<file path="src/rtl/if_prefetch_unit_if.sv">
// Memory-side fetch channel of if_prefetch_unit: valid/ready request, in-order word response.
// master = prefetch unit, slave = instruction memory.
interface if_prefetch_unit_if;
    logic        mem_req_valid;
    logic        mem_req_ready;
    logic [31:0] mem_req_addr;
    logic        mem_rsp_valid;
    logic [31:0] mem_rsp_data;

    modport master (
        output mem_req_valid, mem_req_addr,
        input  mem_req_ready, mem_rsp_valid, mem_rsp_data
    );

    modport slave (
        input  mem_req_valid, mem_req_addr,
        output mem_req_ready, mem_rsp_valid, mem_rsp_data
    );
endinterface

</file>
<file path="src/rtl/if_prefetch_unit.sv">
// Instruction prefetch front-end: sequential word fetches into a DEPTH-entry FIFO feeding decode.
// Define IF_PREFETCH_BYPASS_EN to let a response reach decode in the same cycle when the FIFO is empty.
module if_prefetch_unit #(
    parameter int unsigned DEPTH    = 4,
    parameter logic [31:0] RESET_PC = 32'h0
) (
    input  logic               clk,
    input  logic               rst_n,
    input  logic               redirect_i,
    input  logic [31:0]        redirect_pc,
    input  logic               stall,
    output logic               instr_valid,
    output logic [31:0]        instr,
    output logic [31:0]        instr_pc,
    if_prefetch_unit_if.master mem
);
    localparam int unsigned AW  = (DEPTH > 1) ? $clog2(DEPTH) : 1;
    localparam int unsigned CW  = AW + 2;
    localparam logic [31:0] NOP = 32'h0000_0013;

    typedef logic [CW-1:0] cnt_t;
    typedef logic [AW-1:0] ptr_t;

    localparam cnt_t DEPTH_C = cnt_t'(DEPTH);

    logic [31:0] fetch_pc_q, fetch_pc_d;
    logic [31:0] req_addr_q, req_addr_d;
    logic [31:0] rsp_pc_q, rsp_pc_d;
    logic        req_valid_q, req_valid_d;
    logic        req_stale_q, req_stale_d;
    cnt_t        outstanding_q, outstanding_d;
    cnt_t        discard_q, discard_d;
    cnt_t        count_q, count_d;
    ptr_t        rd_ptr_q, rd_ptr_d;
    ptr_t        wr_ptr_q, wr_ptr_d;

    logic [31:0] data_mem [DEPTH];
    logic [31:0] pc_mem   [DEPTH];

    logic        accept, held, rsp_drop, rsp_live, fifo_empty, bypass, push, pop;
    cnt_t        disc_after, out_after;
    logic [31:0] base_pc;

    // rsp_live: a response that belongs to the current fetch stream (not stale, not after reset)
    always_comb begin
        accept     = req_valid_q & mem.mem_req_ready;
        held       = req_valid_q & ~mem.mem_req_ready;
        fifo_empty = (count_q == '0);
        rsp_drop   = mem.mem_rsp_valid & (discard_q != '0);
        rsp_live   = mem.mem_rsp_valid & (discard_q == '0) & (outstanding_q != '0);
`ifdef IF_PREFETCH_BYPASS_EN
        bypass     = fifo_empty & rsp_live & ~redirect_i;
`else
        bypass     = 1'b0;
`endif
        pop        = ~fifo_empty & ~stall & ~redirect_i;
        push       = rsp_live & ~redirect_i & ~(bypass & ~stall);

        // NOTE: every always_comb output gets a default first, so no path leaves it unassigned (no latch).
        instr_valid = ~fifo_empty | bypass;
        instr       = NOP;
        instr_pc    = '0;
        if (bypass) begin
            instr    = mem.mem_rsp_data;
            instr_pc = rsp_pc_q;
        end else if (!fifo_empty) begin
            instr    = data_mem[rd_ptr_q];
            instr_pc = pc_mem[rd_ptr_q];
        end
    end

    // NOTE: combinational next-state uses blocking '='; only the always_ff blocks use '<='.
    always_comb begin
        disc_after = discard_q - cnt_t'(rsp_drop);
        out_after  = outstanding_q + cnt_t'(accept & ~req_stale_q) - cnt_t'(rsp_live);
        rd_ptr_d   = rd_ptr_q;
        wr_ptr_d   = wr_ptr_q;

        if (redirect_i) begin
            // Everything still in flight, plus a held not-yet-counted request, becomes stale.
            discard_d     = disc_after + out_after + cnt_t'(held & ~req_stale_q);
            outstanding_d = '0;
            count_d       = '0;
            wr_ptr_d      = rd_ptr_q;
            rsp_pc_d      = redirect_pc & 32'hFFFF_FFFC;
            base_pc       = redirect_pc & 32'hFFFF_FFFC;
            req_stale_d   = held;
        end else begin
            discard_d     = disc_after;
            outstanding_d = out_after;
            count_d       = count_q + cnt_t'(push) - cnt_t'(pop);
            rd_ptr_d      = rd_ptr_q + ptr_t'(pop);
            wr_ptr_d      = wr_ptr_q + ptr_t'(push);
            rsp_pc_d      = rsp_live ? rsp_pc_q + 32'd4 : rsp_pc_q;
            base_pc       = fetch_pc_q;
            req_stale_d   = held & req_stale_q;
        end

        req_valid_d = 1'b0;
        req_addr_d  = req_addr_q;
        fetch_pc_d  = base_pc;
        if (held) begin
            req_valid_d = 1'b1;
        end else if ((count_d + outstanding_d < DEPTH_C) && (outstanding_d + discard_d < DEPTH_C)) begin
            req_valid_d = 1'b1;
            req_addr_d  = base_pc;
            fetch_pc_d  = base_pc + 32'd4;
        end
    end

    always_ff @(posedge clk or negedge rst_n) begin
        if (!rst_n) begin
            fetch_pc_q    <= RESET_PC & 32'hFFFF_FFFC;
            req_addr_q    <= '0;
            rsp_pc_q      <= RESET_PC & 32'hFFFF_FFFC;
            req_valid_q   <= 1'b0;
            req_stale_q   <= 1'b0;
            outstanding_q <= '0;
            discard_q     <= '0;
            count_q       <= '0;
            rd_ptr_q      <= '0;
            wr_ptr_q      <= '0;
        end else begin
            fetch_pc_q    <= fetch_pc_d;
            req_addr_q    <= req_addr_d;
            rsp_pc_q      <= rsp_pc_d;
            req_valid_q   <= req_valid_d;
            req_stale_q   <= req_stale_d;
            outstanding_q <= outstanding_d;
            discard_q     <= discard_d;
            count_q       <= count_d;
            rd_ptr_q      <= rd_ptr_d;
            wr_ptr_q      <= wr_ptr_d;
        end
    end

    // NOTE: FIFO storage has no reset; count_q alone decides which entries are meaningful.
    always_ff @(posedge clk) begin
        if (push) begin
            data_mem[wr_ptr_q] <= mem.mem_rsp_data;
            pc_mem[wr_ptr_q]   <= rsp_pc_q;
        end
    end

    assign mem.mem_req_valid = req_valid_q;
    assign mem.mem_req_addr  = req_addr_q;
endmodule
</file>
<file path="src/flat_wrapper.sv">
// flat-port wrapper written by rule: the top's interface ports become plain ports
module if_prefetch_unit_flat 
#(
    parameter int unsigned DEPTH    = 4,
    parameter logic [31:0] RESET_PC = 32'h0
)
  (clk, rst_n, redirect_i, redirect_pc, stall, instr_valid, instr, instr_pc, mem_mem_req_valid, mem_mem_req_addr, mem_mem_req_ready, mem_mem_rsp_valid, mem_mem_rsp_data);
  if_prefetch_unit_if mem_i ();
  input  logic clk;
  input  logic rst_n;
  input  logic redirect_i;
  input  logic [31:0] redirect_pc;
  input  logic stall;
  output logic instr_valid;
  output logic [31:0] instr;
  output logic [31:0] instr_pc;
  output wire logic [$bits(mem_i.mem_req_valid)-1:0] mem_mem_req_valid;
  output wire logic [$bits(mem_i.mem_req_addr)-1:0] mem_mem_req_addr;
  input wire logic [$bits(mem_i.mem_req_ready)-1:0] mem_mem_req_ready;
  input wire logic [$bits(mem_i.mem_rsp_valid)-1:0] mem_mem_rsp_valid;
  input wire logic [$bits(mem_i.mem_rsp_data)-1:0] mem_mem_rsp_data;
  assign mem_mem_req_valid = mem_i.mem_req_valid;
  assign mem_mem_req_addr = mem_i.mem_req_addr;
  assign mem_i.mem_req_ready = mem_mem_req_ready;
  assign mem_i.mem_rsp_valid = mem_mem_rsp_valid;
  assign mem_i.mem_rsp_data = mem_mem_rsp_data;
  if_prefetch_unit #(.DEPTH(DEPTH), .RESET_PC(RESET_PC)) u_core (.clk(clk), .rst_n(rst_n), .redirect_i(redirect_i), .redirect_pc(redirect_pc), .stall(stall), .instr_valid(instr_valid), .instr(instr), .instr_pc(instr_pc), .mem(mem_i));
endmodule
</file>
<file path="config.mk">
export PLATFORM = sky130hd
export DESIGN_NAME = if_prefetch_unit_flat
export DESIGN_NICKNAME = d
export VERILOG_FILES = /design/src/rtl/if_prefetch_unit_if.sv /design/src/rtl/if_prefetch_unit.sv /design/src/flat_wrapper.sv
export SDC_FILE = /design/constraint.sdc
export NUM_CORES = 1
export LEC_CHECK = 0
export CAP_MARGIN = 10
export CORE_UTILIZATION = 40
export CTS_CLUSTER_DIAMETER = 50
export DETAILED_ROUTE_END_ITERATION = 16
export MAX_ROUTING_LAYER = met4
export PLACE_DENSITY = 0.66
export SLEW_MARGIN = 25
export SYNTH_ARGS = -nofsm -noshare
export SYNTH_HDL_FRONTEND = slang
export SYNTH_SLANG_ARGS = --single-unit
export TNS_END_PERCENT = 30
</file>
<file path="constraint.sdc">
create_clock -name clk -period 20.7 [get_ports clk]
set_input_delay 2.07 -clock clk [delete_from_list [all_inputs] [get_ports clk]]
set_output_delay 2.07 -clock clk [all_outputs]
set_load 0.01 [all_outputs]
</file>
==> summary.log <==
INFO  outcome        status=complete, no violations
INFO  synthesis      avg_cell_area_syn=14.9um2
INFO  setup_path     worstSetupStartpointType=input pin
INFO  floorplanning  starting_utilization_of_the_core_area=0.406
INFO  finish         antenna_cells=0
INFO  synthesis      synth.mux.area_fraction=0.106
INFO  synthesis      yosys.area_share.simple=0.102
INFO  synthesis      synth-edff-count=248
INFO  placed_design  dpl.cell_count=1692
INFO  run            max-cap-violations=0
INFO  setup_path     timing.critical_path.mode_cell=sky130_fd_sc_hd__inv_1
INFO  setup_path     ff2ff_path_depth=22
INFO  synthesis      synthXorXnorAreaFrac=0.0396
INFO  placed_design  place.detailed.hpwl=20600um
INFO  timing         grt_setup_unrepaired=no
INFO  setup_path     cp_slowest_cell=sky130_fd_sc_hd__buf_4
INFO  synthesis      synthArstFlopShare=0.311
INFO  floorplanning  die_w=200um
INFO  timing         worstMarginPinSlew=0.963ns
INFO  floorplanning  floorplan.die_area=40100um2
INFO  routing        detailroute.via_count=9108
INFO  setup_path     crit_path_start=mem_mem_rsp_valid
INFO  synthesis      main_combinational_cell_family_by_area_after_synthesis=multiplexers
INFO  cts            worst_setup_hold_path_clk_slew=0.06ns
INFO  setup_path     arrival=7.37ns
INFO  floorplanning  die_height=200um
INFO  setup_path     criticalPathCategory=in2reg
INFO  grt            antenna_violations_before_repair=0
INFO  synthesis      netlist_top_cells_area=sky130_fd_sc_hd__edfxtp_1, sky130_fd_sc_hd__dfrtp_1, sky130_fd_sc_hd__mux4_2
INFO  synthesis      yosys.area_share.adder=0.0226
INFO  grt            track_usage=0.174
INFO  finish         filler_cell_count=3265
INFO  setup_path     critical_path.cell_chain=clkdlybuf4s50_1 -> nand3_1 -> inv_1 -> ha_1 -> inv_1 -> ha_1 -> inv_1 -> fa_1 -> inv_1 -> fa_1 -> mux2_2 -> ha_1 -> a31o_1 -> a21oi_1 -> xnor2_1 -> xnor2_2 -> buf_4 -> or3_1 -> buf_4 -> mux2_2
INFO  grt            overflow=0
INFO  setup_path     cp-end-kind=register
INFO  cts            clock_tree.root_cell=sky130_fd_sc_hd__clkbuf_16
INFO  synthesis      yosys.area.top_type_share=0.474
INFO  timing         timing.fmax=0.144GHz
INFO  cts            clkSinkCount=360
INFO  timing         layout_min_cycle_time=6.95ns
INFO  floorplanning  row_count=72
INFO  synthesis      yosysUniqueCellTypes=58
INFO  synthesis      synth.largest_area_cell=sky130_fd_sc_hd__edfxtp_1
INFO  timing         final.setup.tns=0ns
INFO  pwr            max-vdd-ir-drop=0.121mV
INFO  timing         max_slew_margin=0.358
INFO  setup_path     endpoint=u_core.mem.mem_req_addr[28]
INFO  placed_design  io_buffer_count=163
INFO  routing        drt-pass1-iter-count=5
INFO  cts            hold_fix_buffers_cts=0
INFO  worst_hold_path worstHoldPathType=reg2reg
INFO  cts            numCtsBuffers=42
INFO  routing        via_per_inst=5.15
INFO  routing        drt.antenna.violating_nets=0
INFO  routing        initialDrtViolationCount=503
INFO  finish         drive_gt1_frac=0.145
INFO  cts            clk_path_buf_depth=3
INFO  timing         finish_stage_setup_viols=0
INFO  setup_path     critical_path_required=21.13ns
INFO  setup_path     r2r-start=u_core.outstanding_q[2]
INFO  timing         slew_violations=0
INFO  timing         timing_hold_violations_final=0
INFO  synthesis      netlist_area=15700um2
INFO  setup_path     critical-path-max-stage-delay=0.47ns
INFO  routing        detail_route.drc_violations=0
INFO  floorplanning  coreArea=38600um2
INFO  cts            tritoncts_clock_tree=done
INFO  grt            grt_pass1_vias=9317
INFO  finish         final-instance-count-excl-fill=1769
INFO  finish         area.sequential=10300um2
INFO  setup_path     critical_r2r_capture=u_core.mem.mem_req_addr[28]
INFO  synthesis      ys.flop_type=sky130_fd_sc_hd__edfxtp_1
INFO  finish         finalNetCount=1314
INFO  placed_design  gp_congestion=0.822
INFO  synthesis      synth_compound_gate_area_share=0.0492
INFO  setup_path     crit_path_max_fanout=47
INFO  cts            post_cts_resized=0
INFO  synthesis      synthesis.instances=1055
INFO  timing         timing.clock.skew=0.0288ns
INFO  routing        wire_per_inst=18.9um
INFO  cts            cts_setup_buffers=0
INFO  timing         timing.final.crit_share=0.336
INFO  setup_path     flop2flop_setup_slack=14.73ns
INFO  synthesis      synth-warning-count=0
INFO  floorplanning  num_ports=168
INFO  cts            clk_latency=0.54ns
INFO  pwr            static-leakage-power=6.80nW
INFO  routing        routed_wirelength=33400um
INFO  synthesis      yosysSeqAreaShare=0.653
INFO  synthesis      ys_ff_latch=360
INFO  finish         multi_input_comb_area=5060um2
INFO  pwr            pwr_density_cell=136nW/um2
INFO  grt            wire_length_of_the_first_global_routing_pass=53100um
INFO  finish         area_growth_syn_to_layout=22.4%
INFO  grt            maximum_number_of_pins_on_one_net_before_global_route_repair=94
INFO  cts            htree_num_levels=2
[worst max-delay path, delay by kind of cell]
family	cells	cell delay [ns]
AO/OA/AOI/OAI	2	0.48
XOR/XNOR	2	0.36
adder cells (fa/ha/maj)	5	1.68
buffers and inverters	7	1.61
multiplexers	2	0.67
AND/OR/NAND/NOR	2	0.47
[cell usage in the layout (no fill, tap or decap), types with 7 or more instances in the layout]
cell | Yosys | layout
sky130_fd_sc_hd__buf_4 | 4 | 16
sky130_fd_sc_hd__nor2b_1 | 67 | 67
sky130_fd_sc_hd__nor2_1 | 29 | 28
sky130_fd_sc_hd__clkinv_2 | 0 | 7
sky130_fd_sc_hd__xor2_1 | 32 | 32
sky130_fd_sc_hd__a21boi_0 | 18 | 18
sky130_fd_sc_hd__nand2_1 | 67 | 67
sky130_fd_sc_hd__clkdlybuf4s50_1 | 0 | 161
sky130_fd_sc_hd__ha_1 | 22 | 22
sky130_fd_sc_hd__mux2_4 | 11 | 11
sky130_fd_sc_hd__clkbuf_16 | 0 | 43
sky130_fd_sc_hd__nand4_1 | 12 | 12
sky130_fd_sc_hd__o21ai_0 | 64 | 64
sky130_fd_sc_hd__inv_1 | 41 | 41
sky130_fd_sc_hd__a21oi_1 | 7 | 7
sky130_fd_sc_hd__mux4_2 | 62 | 62
sky130_fd_sc_hd__edfxtp_1 | 248 | 248
sky130_fd_sc_hd__nand3_1 | 31 | 31
sky130_fd_sc_hd__nand3b_1 | 7 | 7
sky130_fd_sc_hd__nor4_1 | 23 | 22
sky130_fd_sc_hd__clkbuf_1 | 35 | 7
sky130_fd_sc_hd__dfrtp_1 | 112 | 110
sky130_fd_sc_hd__and3_1 | 13 | 11
sky130_fd_sc_hd__o31ai_1 | 18 | 18
sky130_fd_sc_hd__xnor2_1 | 39 | 38
[area by class of cell]
cell class / count / area share
Tap cell: 518 / 0.0337
Timing Repair Buffer: 177 / 0.0901
Sequential cell: 360 / 0.534
Clock buffer: 52 / 0.0588
Inverter: 41 / 0.00801
Clock inverter: 25 / 0.0125
Multi-Input combinational cell: 596 / 0.263
[per-layer routing]
metal  vias to the layer above  part of all wire  track usage
met5                         -                 0            -
met4                         0             0.015       0.0409
met3                        46             0.054       0.0286
met2                       252              0.46        0.265
met1                      4551              0.47        0.244
li1                       4259                 -            -
[report_power, final]
group | switching (mW) | internal [mW] | total (mW)
logic | 0.543 | 0.469 | 1.01
clock network | 0.293 | 0.430 | 0.723
registers | 0.0509 | 0.836 | 0.887
total | 0.887 | 1.73 | 2.62
[synthesized netlist by cell type (3+ instances only)]
cell                       number
sky130_fd_sc_hd__o21ai_0       64
sky130_fd_sc_hd__nor2b_1       67
sky130_fd_sc_hd__buf_1          8
sky130_fd_sc_hd__mux2i_1        5
sky130_fd_sc_hd__xnor2_1       39
sky130_fd_sc_hd__dfrtp_1      112
sky130_fd_sc_hd__mux4_2        62
sky130_fd_sc_hd__buf_6          4
sky130_fd_sc_hd__ha_1          22
sky130_fd_sc_hd__o31ai_1       18
sky130_fd_sc_hd__inv_1         41
sky130_fd_sc_hd__nor4_1        23
sky130_fd_sc_hd__a21boi_0      18
sky130_fd_sc_hd__buf_4          4
sky130_fd_sc_hd__clkbuf_1      35
sky130_fd_sc_hd__buf_2          8
sky130_fd_sc_hd__nor4_2         3
sky130_fd_sc_hd__mux2_2         5
sky130_fd_sc_hd__edfxtp_1     248
sky130_fd_sc_hd__nand3_1       31
sky130_fd_sc_hd__and3_1        13
sky130_fd_sc_hd__nor3_1         5
sky130_fd_sc_hd__nand4_1       12
sky130_fd_sc_hd__and2_1         5
sky130_fd_sc_hd__nand2_1       67
sky130_fd_sc_hd__nand3b_1       7
sky130_fd_sc_hd__and4_1         4
sky130_fd_sc_hd__nand2b_1       5
sky130_fd_sc_hd__or2_2          3
sky130_fd_sc_hd__a21oi_1        7
sky130_fd_sc_hd__fa_1           4
sky130_fd_sc_hd__mux2_4        11
sky130_fd_sc_hd__xor2_1        32
sky130_fd_sc_hd__nor2_1        29
sky130_fd_sc_hd__or3_1          5
[stage by stage]
stage	cell area, um2	hold slack (ns)	power, mW	setup WS (ns)	util
after CTS	19200	0.489	2.65	13.73	0.497
after detailed placement	17800	0.478	1.92	13.22	0.462
final	19200	0.486	2.62	13.75	0.497
after global placement	17800	0.469	1.92	13.26	0.462
after global routing	19200	0.495	2.76	13.50	0.497
after floorplan	15700	0.480	1.54	10.29	-
[logic make-up after synthesis]
logic type / after synthesis
mux: 83
buf+inv: 100
flops: 360
compound gates: 123
xor+xnor: 71
simple gates: 291
fa+ha+maj: 26
other cells: 1
[worst min-delay path by stage]
stage,startpoint,end,cells past startpoint
after floorplan,u_core.fetch_pc_q[0],u_core.fetch_pc_q[0],1
after global placement,u_core.rd_ptr_q[1],u_core.rd_ptr_q[1],1
after detailed placement,u_core.rd_ptr_q[1],u_core.rd_ptr_q[1],1
after CTS,u_core.rd_ptr_q[1],u_core.rd_ptr_q[1],1
after global routing,u_core.rd_ptr_q[1],u_core.rd_ptr_q[1],1
final,u_core.rd_ptr_q[1],u_core.rd_ptr_q[1],1
[flip-flops by register name, summed over array words and instances (netlist names)]
name                      flops
u_core.discard_q              4
u_core.fetch_pc_q            32
u_core.data_mem             128
u_core.wr_ptr_q               2
u_core.mem.mem_req_valid      1
u_core.mem.mem_req_addr      32
u_core.req_stale_q            1
u_core.outstanding_q          4
u_core.rsp_pc_q              30
u_core.rd_ptr_q               2
u_core.pc_mem               120
u_core.count_q                4
(Power assumes the default switching activity.)
